--- src/rtl/tv80_busctl.sv ---
// tv80_busctl: Z80 bus-cycle controller for the TV80 core.
// It produces registered mreq_n/iorq_n/rd_n/wr_n strobes from the core's one-hot
// machine-cycle and T-state outputs, and latches read data for the core.
// It also inserts per-cycle-type wait states, which are merged with ext_wait_n.
// Optional feature: define TV80_BUSCTL_REFRESH_EN to enable the M1 refresh strobe
// and the rfsh_addr row counter. When it is not defined, rfsh_addr is held at 0.
module tv80_busctl #(
   parameter int DW       = 8,
   parameter int T2WRITE  = 0,
   parameter int M1_WAIT  = 0,
   parameter int MEM_WAIT = 0,
   parameter int IO_WAIT  = 0
) (
   input  logic          clk,
   input  logic          reset,
   input  logic          cen,
   input  logic [6:0]    mcycle,
   input  logic [6:0]    tstate,
   input  logic          intcycle_n,
   input  logic          no_read,
   input  logic          write,
   input  logic          iorq,
   input  logic          ext_wait_n,
   input  logic [DW-1:0] di,
   output logic          wait_core_n,
   output logic          mreq_n,
   output logic          iorq_n,
   output logic          rd_n,
   output logic          wr_n,
   output logic [DW-1:0] di_reg,
   output logic [6:0]    rfsh_addr
);

   logic [2:0]    n_sel;
   logic          int_wait;
   logic          rq;
   logic          wr_cond;
   logic          busy_q, busy_d;
   logic [2:0]    wcnt_q, wcnt_d;
   logic          mreq_n_q, mreq_n_d;
   logic          iorq_n_q, iorq_n_d;
   logic          rd_n_q, rd_n_d;
   logic          wr_n_q, wr_n_d;
   logic [DW-1:0] di_reg_q, di_reg_d;
   logic [6:0]    rfsh_addr_q, rfsh_addr_d;
   logic          unused_inputs;

   // Upper cycle/state bits are not decoded here.
   assign unused_inputs = ^{mcycle[6:1], tstate[6:3], tstate[0]};

   // Select the wait-state count for the current cycle type
   always_comb begin
      if (mcycle[0]) begin
         n_sel = intcycle_n ? 3'(M1_WAIT) : 3'(IO_WAIT);
      end else if (iorq) begin
         n_sel = 3'(IO_WAIT);
      end else if (no_read && !write) begin
         n_sel = 3'd0;
      end else begin
         n_sel = 3'(MEM_WAIT);
      end
   end

   // Before busy is set, the first T2 clock uses n_sel directly so that wait has no latency.
   assign int_wait    = tstate[2] & (busy_q ? (wcnt_q != 3'd0) : (n_sel != 3'd0));
   assign wait_core_n = ext_wait_n & ~int_wait;
   assign rq          = tstate[1] | (tstate[2] & ~wait_core_n);
   assign wr_cond     = write & ((T2WRITE == 0) ? tstate[2] : rq);

   // Wait counter: load on entering T2, count down while held there, clear outside T2
   always_comb begin
      busy_d = busy_q;
      wcnt_d = wcnt_q;
      if (cen) begin
         if (tstate[2]) begin
            if (!busy_q) begin
               busy_d = 1'b1;
               wcnt_d = (n_sel == 3'd0) ? 3'd0 : n_sel - 3'd1;
            end else if (wcnt_q != 3'd0) begin
               wcnt_d = wcnt_q - 3'd1;
            end
         end else begin
            busy_d = 1'b0;
            wcnt_d = 3'd0;
         end
      end
   end

   // Bus strobe decode; the decoded values are registered on every clk, independent of cen
   always_comb begin
      mreq_n_d = 1'b1;
      iorq_n_d = 1'b1;
      rd_n_d   = 1'b1;
      wr_n_d   = 1'b1;
      if (mcycle[0]) begin
         if (rq) begin
            rd_n_d   = ~intcycle_n;
            mreq_n_d = ~intcycle_n;
            iorq_n_d = intcycle_n;
         end
`ifdef TV80_BUSCTL_REFRESH_EN
         if (tstate[3]) begin
            mreq_n_d = 1'b0;
         end
`endif
      end else begin
         if (rq && !no_read && !write) begin
            rd_n_d   = 1'b0;
            iorq_n_d = ~iorq;
            mreq_n_d = iorq;
         end
         if (wr_cond) begin
            wr_n_d   = 1'b0;
            iorq_n_d = ~iorq;
            mreq_n_d = iorq;
         end
      end
   end

   // Capture read data on every T2 clock where the core is not being held
   always_comb begin
      di_reg_d = di_reg_q;
      if (tstate[2] && wait_core_n) begin
         di_reg_d = di;
      end
   end

   // Refresh row counter; it advances once per opcode-fetch T4
   always_comb begin
`ifdef TV80_BUSCTL_REFRESH_EN
      rfsh_addr_d = rfsh_addr_q;
      if (cen && mcycle[0] && tstate[4] && intcycle_n) begin
         rfsh_addr_d = rfsh_addr_q + 7'd1;
      end
`else
      rfsh_addr_d = 7'd0;
`endif
   end

   // State registers with synchronous reset
   always_ff @(posedge clk) begin
      if (reset) begin
         busy_q      <= 1'b0;
         wcnt_q      <= 3'd0;
         mreq_n_q    <= 1'b1;
         iorq_n_q    <= 1'b1;
         rd_n_q      <= 1'b1;
         wr_n_q      <= 1'b1;
         di_reg_q    <= '0;
         rfsh_addr_q <= 7'd0;
      end else begin
         busy_q      <= busy_d;
         wcnt_q      <= wcnt_d;
         mreq_n_q    <= mreq_n_d;
         iorq_n_q    <= iorq_n_d;
         rd_n_q      <= rd_n_d;
         wr_n_q      <= wr_n_d;
         di_reg_q    <= di_reg_d;
         rfsh_addr_q <= rfsh_addr_d;
      end
   end

   assign mreq_n    = mreq_n_q;
   assign iorq_n    = iorq_n_q;
   assign rd_n      = rd_n_q;
   assign wr_n      = wr_n_q;
   assign di_reg    = di_reg_q;
   assign rfsh_addr = rfsh_addr_q;

endmodule
--- config.mk ---
export PLATFORM = sky130hd
export DESIGN_NAME = tv80_busctl
export DESIGN_NICKNAME = d
export VERILOG_FILES = /design/src/rtl/tv80_busctl.sv
export SDC_FILE = /design/constraint.sdc
export NUM_CORES = 1
export LEC_CHECK = 0
export BUFFER_PORTS_ARGS = -buffer_cell sky130_fd_sc_hd__buf_2
export CORE_ASPECT_RATIO = 1.1
export CORE_MARGIN = 3
export CORE_UTILIZATION = 25
export DETAILED_ROUTE_END_ITERATION = 8
export GPL_ROUTABILITY_DRIVEN = 1
export PLACE_DENSITY = 0.63
export SYNTH_ARGS = -nofsm -noshare
export SYNTH_HDL_FRONTEND = slang
export SYNTH_SLANG_ARGS = --single-unit
--- constraint.sdc ---
create_clock -name clk -period 3.19 [get_ports clk]
set_input_delay 0.638 -clock clk [delete_from_list [all_inputs] [get_ports clk]]
set_output_delay 0.638 -clock clk [all_outputs]
set_load 0.03 [all_outputs]
==> results of run 1 <==
per-stage QoR:
stage / setup WS, ps / cell area [um2] / total power (uW) / util / hold slack (ps)
final: 1150 / 950 / 421 / 0.333 / 469
after global placement: 1260 / 913 / 291 / 0.320 / 439
after global routing: 1020 / 950 / 444 / 0.333 / 494
after CTS: 1150 / 950 / 426 / 0.333 / 463
after floorplan: 1110 / 793 / 275 / - / 432
after detailed placement: 1250 / 913 / 293 / 0.320 / 447
per-layer routing:
layer,up-vias,global-route usage
met5,-,0
li1,337,-
met3,0,0.0485
met1,287,0.101
met4,0,0.0170
met2,30,0.126
area by class of cell:
class	count	share of cell area
Clock buffer	4	0.0382
Multi-Input combinational cell	61	0.406
Timing Repair Buffer	31	0.163
Tap cell	33	0.0435
Sequential cell	16	0.337
Inverter	3	0.0119
how the worst min path moves through the flow:
stage | startpoint | to | slack [ps] | depth (start not counted)
global route | wcnt_q[0] | wcnt_q[0] | 490 | 2
floorplan | wcnt_q[0] | wcnt_q[0] | 430 | 2
CTS | wcnt_q[0] | wcnt_q[0] | 460 | 2
global placement | wcnt_q[0] | wcnt_q[0] | 440 | 2
finish | wcnt_q[0] | wcnt_q[0] | 470 | 2
detailed placement | wcnt_q[0] | wcnt_q[0] | 450 | 2
synthesized netlist by cell type (3+ instances only):
library cell / number
dfxtp_1: 16
nor2_1: 15
nand2_1: 4
mux2i_1: 9
o21ai_0: 4
a21oi_1: 3
buf_4: 7
inv_1: 3
power by group through the flow:
| stage | logic [uW] | registers [uW] | clock network [uW] |
|---|---|---|---|
| floorplan | 44.1 | 231 | 0 |
| global placement | 75.0 | 216 | 0 |
| detailed placement | 76.5 | 216 | 0 |
| CTS | 76.7 | 212 | 138 |
| global route | 83.1 | 213 | 148 |
| finish | 76.3 | 212 | 133 |
tightest hold or removal path, stage by stage (launching register included):
cell	delay [ps]
dfxtp_1	320
nand2_1	50
a21oi_1	50
cells by family (layout without fill, tap and decap cells):
logic type / Yosys count / after routing / synth area share
compound gates: 14 / 14 / 0.136
fa+ha+maj: 2 / 2 / 0.0325
buf+inv: 14 / 38 / 0.114
flops: 16 / 16 / 0.416
mux: 9 / 9 / 0.117
other cells: 1 / 7 / 0.00487
simple gates: 29 / 29 / 0.180
==> results.cfg, run 1 <==
[power_and_ir_drop]
power_density_nw_per_um2 = 444
irDropWorstVdd_v = 0.000251
power_frac_seq = 0.502
p_leak_uw = 0.000439
clkPwrFrac = 0.317
switching_power_uw = 119
p_int_uw = 302
switching_share = 0.283
comb_power_share = 0.181

[setup_path]
cp_slowest_cell = dfxtp_1
cp_slowest_stage_delay_ps = 320
worstSetupPathType = reg -> out
worstReg2RegEnd = di_reg[5]
path_cells = inv_1 -> ha_1 -> nand2b_4 -> a21oi_1 -> buf_2
cp_num_cells = 5
r2r_setup_slack_ps = 1690
reg2reg_from = wcnt_q[0]
worst_setup_path_start_kind = register
cp.required_ps = 2550
startpoint = wcnt_q[0]
reg2reg_depth = 6
cp_top_family = flip-flops
path_buf_inv = 2
cp.arrival_ps = 1400
cp-end-kind = output port
cp_max_fo = 7
crit_path_end = wait_core_n

[clocking]
clock-root-buffer = clkbuf_4
cts_hold_buffers = 0
cts.reportedPaths.clkPinSlew_ps = 90
numCtsBuffers = 3
cts_buffer_depth = 2
worstSkewPairLatency_ps = 280
cts.sinks = 16
cts_tree = yes
cts_setup_buffers = 0
cts.htree.levels = 1
post_cts_resized = 0

[routing]
vias_per_cell = 4.42
drc_errors = 0
drtIter0Drc = 12
wl_met3_um = 179
num_vias = 654
top_layer = met3
met2_length_um = 741
ant_nets = 0
met1Wirelength_um = 662
wl_um = 1580
drt-pass1-iter-count = 4
route.detailed.wl_per_inst_um = 10.7

[sta]
fin_skew_ps = 0.985
rsz0062_at_grt = false
max_freq_ghz = 0.491
post-route-period-util = 0.638
setup_viol = 0
setup_tns_ps = 0
hold_viol = 0
finalMaxSlewViolations = 0
period_needed_ps = 2040

[logic_synthesis]
synthDistinctLibCells = 26
yosysWarnings = 0
synth_edf_count = 0
synthTopCellsByArea = dfxtp_1, mux2i_1, nor2_1, buf_4, ha_1
ys_async_sr_fraction = 0
syn_area_per_cell_um2 = 9.07
yosysSeqAreaShare = 0.416
synth_top_cell_by_area = dfxtp_1
ys.flop_type = dfxtp_1
ys_ff_latch = 16
syn_inst = 85
syn_area_um2 = 771
synth.top_cell.area_share = 0.416

[floorplanning]
io_pins = 50
rows = 20
die_y_um = 64.2
die_area_um2 = 3790
start_util = 0.270
die_w_um = 58.9
core-area_um2 = 2850

[global_routing]
grt_first_pass_wirelength_um = 2500
antenna_found_initial = 0
grt_util_all_layers = 0.0831
grt.overflow.total = 0
grt_start_max_net_pins = 17
grt_pass1_vias = 615

[placement]
dp_hpwl_um = 1240
place.gp.congestion = 0.716
dp.cells = 144
port_buffers = 31

[job]
max-cap-violations = 0

[cells_and_area]
drive_above_1_share = 0.330
regArea_um2 = 320
mostFrequentLayoutCell = buf_2
fin_cells = 148
fillers = 317
mostFrequentLayoutCells = buf_2, dfxtp_1, nor2_1
antenna_cells = 0
layout.nets = 148
multiInputGateArea_um2 = 385
area_growth_pct = 23.2
largest_register_ffs = 8

[min_path]
hold_class = reg -> reg

[status]
status = completed
Note: power is estimated with default switching activity, not from simulation.
==> run 2, diff against run 1 <==
Settings changed: ABC_AREA set to 1, PLACE_DENSITY 0.63 to 0.64.
Clock period 3.19 ns to 1.9 ns, I/O delays scaled along.
==> results.cfg, run 2 <==
[sta]
max_freq_ghz = 0.569
period_needed_ps = 1760
hold_viol = 0
fin_skew_ps = 7.21
setup_viol = 0
post-route-period-util = 0.925
timing.hold.ws_ps = 291
setup_ws_ps = 142
finalMaxSlewViolations = 0
rsz0062_at_grt = false
setup_tns_ps = 0

[routing]
wl_um = 1750
drtIter0Drc = 22
drt-pass1-iter-count = 2
num_vias = 726
route.detailed.wl_per_inst_um = 10.3
drc_errors = 0
ant_nets = 0
vias_per_cell = 4.30

[logic_synthesis]
synth_common_cells = nand2_1, dfxtp_1, a21oi_1
yosysWarnings = 0
syn_area_per_cell_um2 = 7.23
synth_top_cell_by_area = dfxtp_1
ys_async_sr_fraction = 0
synthTopCellsByArea = dfxtp_1, nand2_1, a21oi_1, nand3_1, buf_4
syn_area_um2 = 744
yosysSeqAreaShare = 0.430
synth_edf_count = 0
ys.flop_type = dfxtp_1
synthDistinctLibCells = 17
ys_ff_latch = 16
syn_inst = 103
yosysMostFrequentCell = nand2_1
synth.top_cell.area_share = 0.430

[power_and_ir_drop]
power_density_nw_per_um2 = 771
p_leak_uw = 0.000489
p_total_uw = 734
irDropWorstVdd_v = 0.000288

[cells_and_area]
fillers = 309
antenna_cells = 0
mostFrequentLayoutCells = buf_2, nand2_1, dfxtp_1
mostFrequentLayoutCell = buf_2
drive_above_1_share = 0.316
layout.nets = 169
largest_register_ffs = 8
finish.instance_area_um2 = 952
area_growth_pct = 27.9

[clocking]
cts_hold_buffers = 0
cts.sinks = 16
cts.htree.levels = 1
cts.reportedPaths.clkPinSlew_ps = 100
cts_tree = yes
worstSkewPairLatency_ps = 290
numCtsBuffers = 3
clock-root-buffer = clkbuf_4
cts_buffer_depth = 2

[setup_path]
cp-end-kind = output port
path_buf_inv = 3
cp_slowest_cell = dfxtp_1
cp_top_family = buffers and inverters
path_cells = inv_1 -> ha_1 -> nand2_1 -> nand2_1 -> nand2_2 -> inv_4 -> buf_4
cp.arrival_ps = 1380
cp_max_fo = 10
r2r_setup_slack_ps = 550
worstSetupPathType = reg -> out
cp.required_ps = 1520
cp_slowest_stage_delay_ps = 310
cp_common_cell = nand2_1
worst_setup_path_start_kind = register

[placement]
place.gp.congestion = 0.853
dp_slack_ps = 366
dp_hpwl_um = 1380
port_buffers = 31
dpl_cell_area_um2 = 911

[global_routing]
antenna_found_initial = 0
grt.overflow.total = 0
grt_first_pass_wirelength_um = 2870
grt_pass1_vias = 679
grt_start_max_net_pins = 14
grt_util_all_layers = 0.101

[job]
max-cap-violations = 0

[floorplanning]
rows = 20
start_util = 0.266
die_y_um = 63.2
core-area_um2 = 2800
die_area_um2 = 3670
die_w_um = 58.0
io_pins = 50

[min_path]
hold_class = in -> reg

[status]
status = completed
-- run 2: power by group --
part | internal (uW) | switching, uW
Sequential | 352 | 6.13
Clock | 117 | 113
Combinational | 44.4 | 102
-- run 2: cell type report --
cell class	instances	area (um2)	share of cell area
well taps	33	41.3	0.0434
inverters	12	47.5	0.0499
flip-flops and latches	16	320	0.336
clock buffers	4	36.3	0.0381
multi-input cells	72	342	0.359
repair buffers	32	165	0.173
-- run 2: cell families (layout without fill, tap and decap cells) --
kind of cell,Yosys count,count (layout),share of synthesized area
AND/OR/NAND/NOR,46,46,0.276
buffers and inverters,21,48,0.141
AO/OA/AOI/OAI,17,17,0.114
flip-flops,16,16,0.430
adder cells (fa/ha/maj),2,2,0.0336
other,1,7,0.00504
-- run 2: repair_timing --
item,CTS,global route
setup buffers,0,0
hold endpoints to repair,0,0
gates resized for setup,0,3
setup endpoints to repair,0,1
-- run 2: final timing paths --
check                           startpoint     endpoint  depth (start not counted)
worst max-delay path             wcnt_q[0]  wait_core_n                          7
worst min-delay path                 write         wr_n                          2
worst max register to register   wcnt_q[0]       iorq_n                         12
worst min register to register   di_reg[3]    di_reg[3]                          2
-- run 2: worst register-to-register path: stages, from the launching register on --
cell and delay, ps:
dfxtp_1 320, inv_1 70, ha_1 190, nand2_1 100
nand2_1 70, nand2_2 80, nand2_1 60, nand2_2 70
nand2_1 70, nand2_1 80, nand2_1 50, nand2_1 50
nand2_1 40
-- run 2: layer usage --
metal	routed length, um	vias up	track usage	share of wire
met5	0	-	0	0
met4	19	0	0.0348	0.011
met3	175	2	0.0389	0.10
met2	823	27	0.171	0.47
met1	729	316	0.112	0.42
li1	-	381	-	-
-- run 2: stage by stage --
step           instances   util
3_5_place_dp         165  0.325
4_1_cts              169  0.338
5_1_grt              169  0.340
2_1_floorplan        109      -
6_report             169  0.340
3_3_place_gp         165  0.325
==> run 3, diff against run 2 <==
Settings changed: PLACE_DENSITY 0.64 to 0.66.
Clock period 1.9 ns to 1.46 ns, I/O delays scaled along.
==> results.cfg, run 3 (synthesis gave the netlist of run 2 again) <==
[clocking]
cts_tree = yes
clock-root-buffer = clkbuf_4
numCtsBuffers = 3
cts_hold_buffers = 0
cts.htree.levels = 1
cts_buffer_depth = 2
cts.sinks = 16
worstSkewPairLatency_ps = 290
cts.reportedPaths.clkPinSlew_ps = 100

[setup_path]
reg2reg_from = wcnt_q[1]
cp_max_fo = 2
cp.required_ps = 1170
r2r_setup_slack_ps = 160
cp-end-kind = output port
cp.arrival_ps = 1180
worstReg2RegEnd = di_reg[4]
worst_setup_path_start_kind = register
reg2reg_depth = 10
worstSetupPathType = reg -> out

[cells_and_area]
layout.nets = 174
drive_above_1_share = 0.390
largest_register_ffs = 8
antenna_cells = 0
finish.instance_area_um2 = 1020
mostFrequentLayoutCell = buf_2
fin_cells = 174
mostFrequentLayoutCells = buf_2, nand2_1, dfxtp_1
final_util = 0.363
area_growth_pct = 36.8

[min_path]
hold_path_depth = 2
hp-start = write
holdPathEnd = wr_n
hold_class = in -> reg

[power_and_ir_drop]
p_leak_uw = 0.000517
power_density_nw_per_um2 = 954
irDropWorstVdd_v = 0.000339

[routing]
drtIter0Drc = 14
num_vias = 731
ant_nets = 0
drc_errors = 0
route.detailed.wl_per_inst_um = 10.4
drt-pass1-iter-count = 2
wl_um = 1810
vias_per_cell = 4.20

[placement]
port_buffers = 31
dp_hpwl_um = 1350
place.gp.congestion = 0.803
dpl_cell_area_um2 = 918
dp.cells = 166

[sta]
fin_skew_ps = 1.85
rsz0062_at_grt = true
setup_ws_ps = -7.98
hold_viol = 0
setup_viol = 1
post-route-period-util = 1.01
finalMaxSlewViolations = 0
max_freq_ghz = 0.681
period_needed_ps = 1470

[global_routing]
grt_first_pass_wirelength_um = 2710
grt.overflow.total = 0
antenna_found_initial = 0
grt_util_all_layers = 0.0963
grt_start_max_net_pins = 14
grt_pass1_vias = 649

[floorplanning]
rows = 20
die_w_um = 58.0
core-area_um2 = 2800
start_util = 0.266
die_area_um2 = 3670
die_y_um = 63.2
io_pins = 50

[status]
failed_checks = negative setup slack
status = complete, but fails checks

[job]
max-cap-violations = 0
-- run 3: cell count changes in the layout (fill, tap and decap cells not counted) --
cell,delta
inv_2,+2
dfxtp_2,+2
nand2_1,-2
buf_6,+1
inv_1,-2
nand2_2,+1
ha_4,+1
buf_4,+4
dfxtp_1,-2
nand2_4,+1
ha_1,-1
-- run 3: how the worst max path moves through the flow --
stage                   start     endpoint  slack [ps]  cells after the start
floorplan           wcnt_q[0]    di_reg[0]         190                      9
global placement    wcnt_q[0]  wait_core_n         100                      7
detailed placement  wcnt_q[0]  wait_core_n         100                      7
CTS                 wcnt_q[1]  wait_core_n         -30                      7
global route        wcnt_q[1]  wait_core_n         -70                      7
finish              wcnt_q[1]  wait_core_n          -8                      7
-- run 3: metal layers --
metal	vias up	part of all wire	global-route usage
met3	4	0.093	0.0266
met4	0	0.019	0.0522
li1	389	-	-
met5	-	0	0
met2	26	0.47	0.160
met1	312	0.42	0.109
-- run 3: critical path, stage by stage, from the launching register on --
cell and delay (ps):
dfxtp_2 340, inv_2 50, ha_4 150, nand2_4 60
nand2_2 50, nand2_2 80, inv_4 40, buf_6 130
-- run 3: power breakdown --
group	total, uW	switching [uW]	internal (uW)	leakage [uW]
logic	207	138	68.0	0.000364
registers	465	7.40	458	0.000132
clock network	301	149	152	0.0000210
total	972	294	678	0.000517
-- run 3: metrics by stage --
step | power [uW] | hold WS [ps] | setup TNS, ps | setup WS, ps
floorplan | 616 | 377 | 0 | 192
global placement | 665 | 450 | 0 | 100
detailed placement | 668 | 455 | 0 | 97.3
CTS | 982 | 202 | -30.6 | -30.6
global route | 1020 | 210 | -71.7 | -71.7
finish | 972 | 210 | -7.98 | -7.98
-- run 3: layout make-up --
cell class                      instances  area, um2
Fill cell                             323       1780
Multi-Input combinational cell         72        364
Sequential cell                        16        323
Timing Repair Buffer                   37        206
Inverter                               12       47.5
Tap cell                               33       41.3
Clock buffer                            4       36.3
-- run 3: repair_timing --
item,in CTS,in global routing
pin swaps,3,2
endpoints found under the setup margin,1,2
buffers inserted,4,0
gates resized for setup,10,2
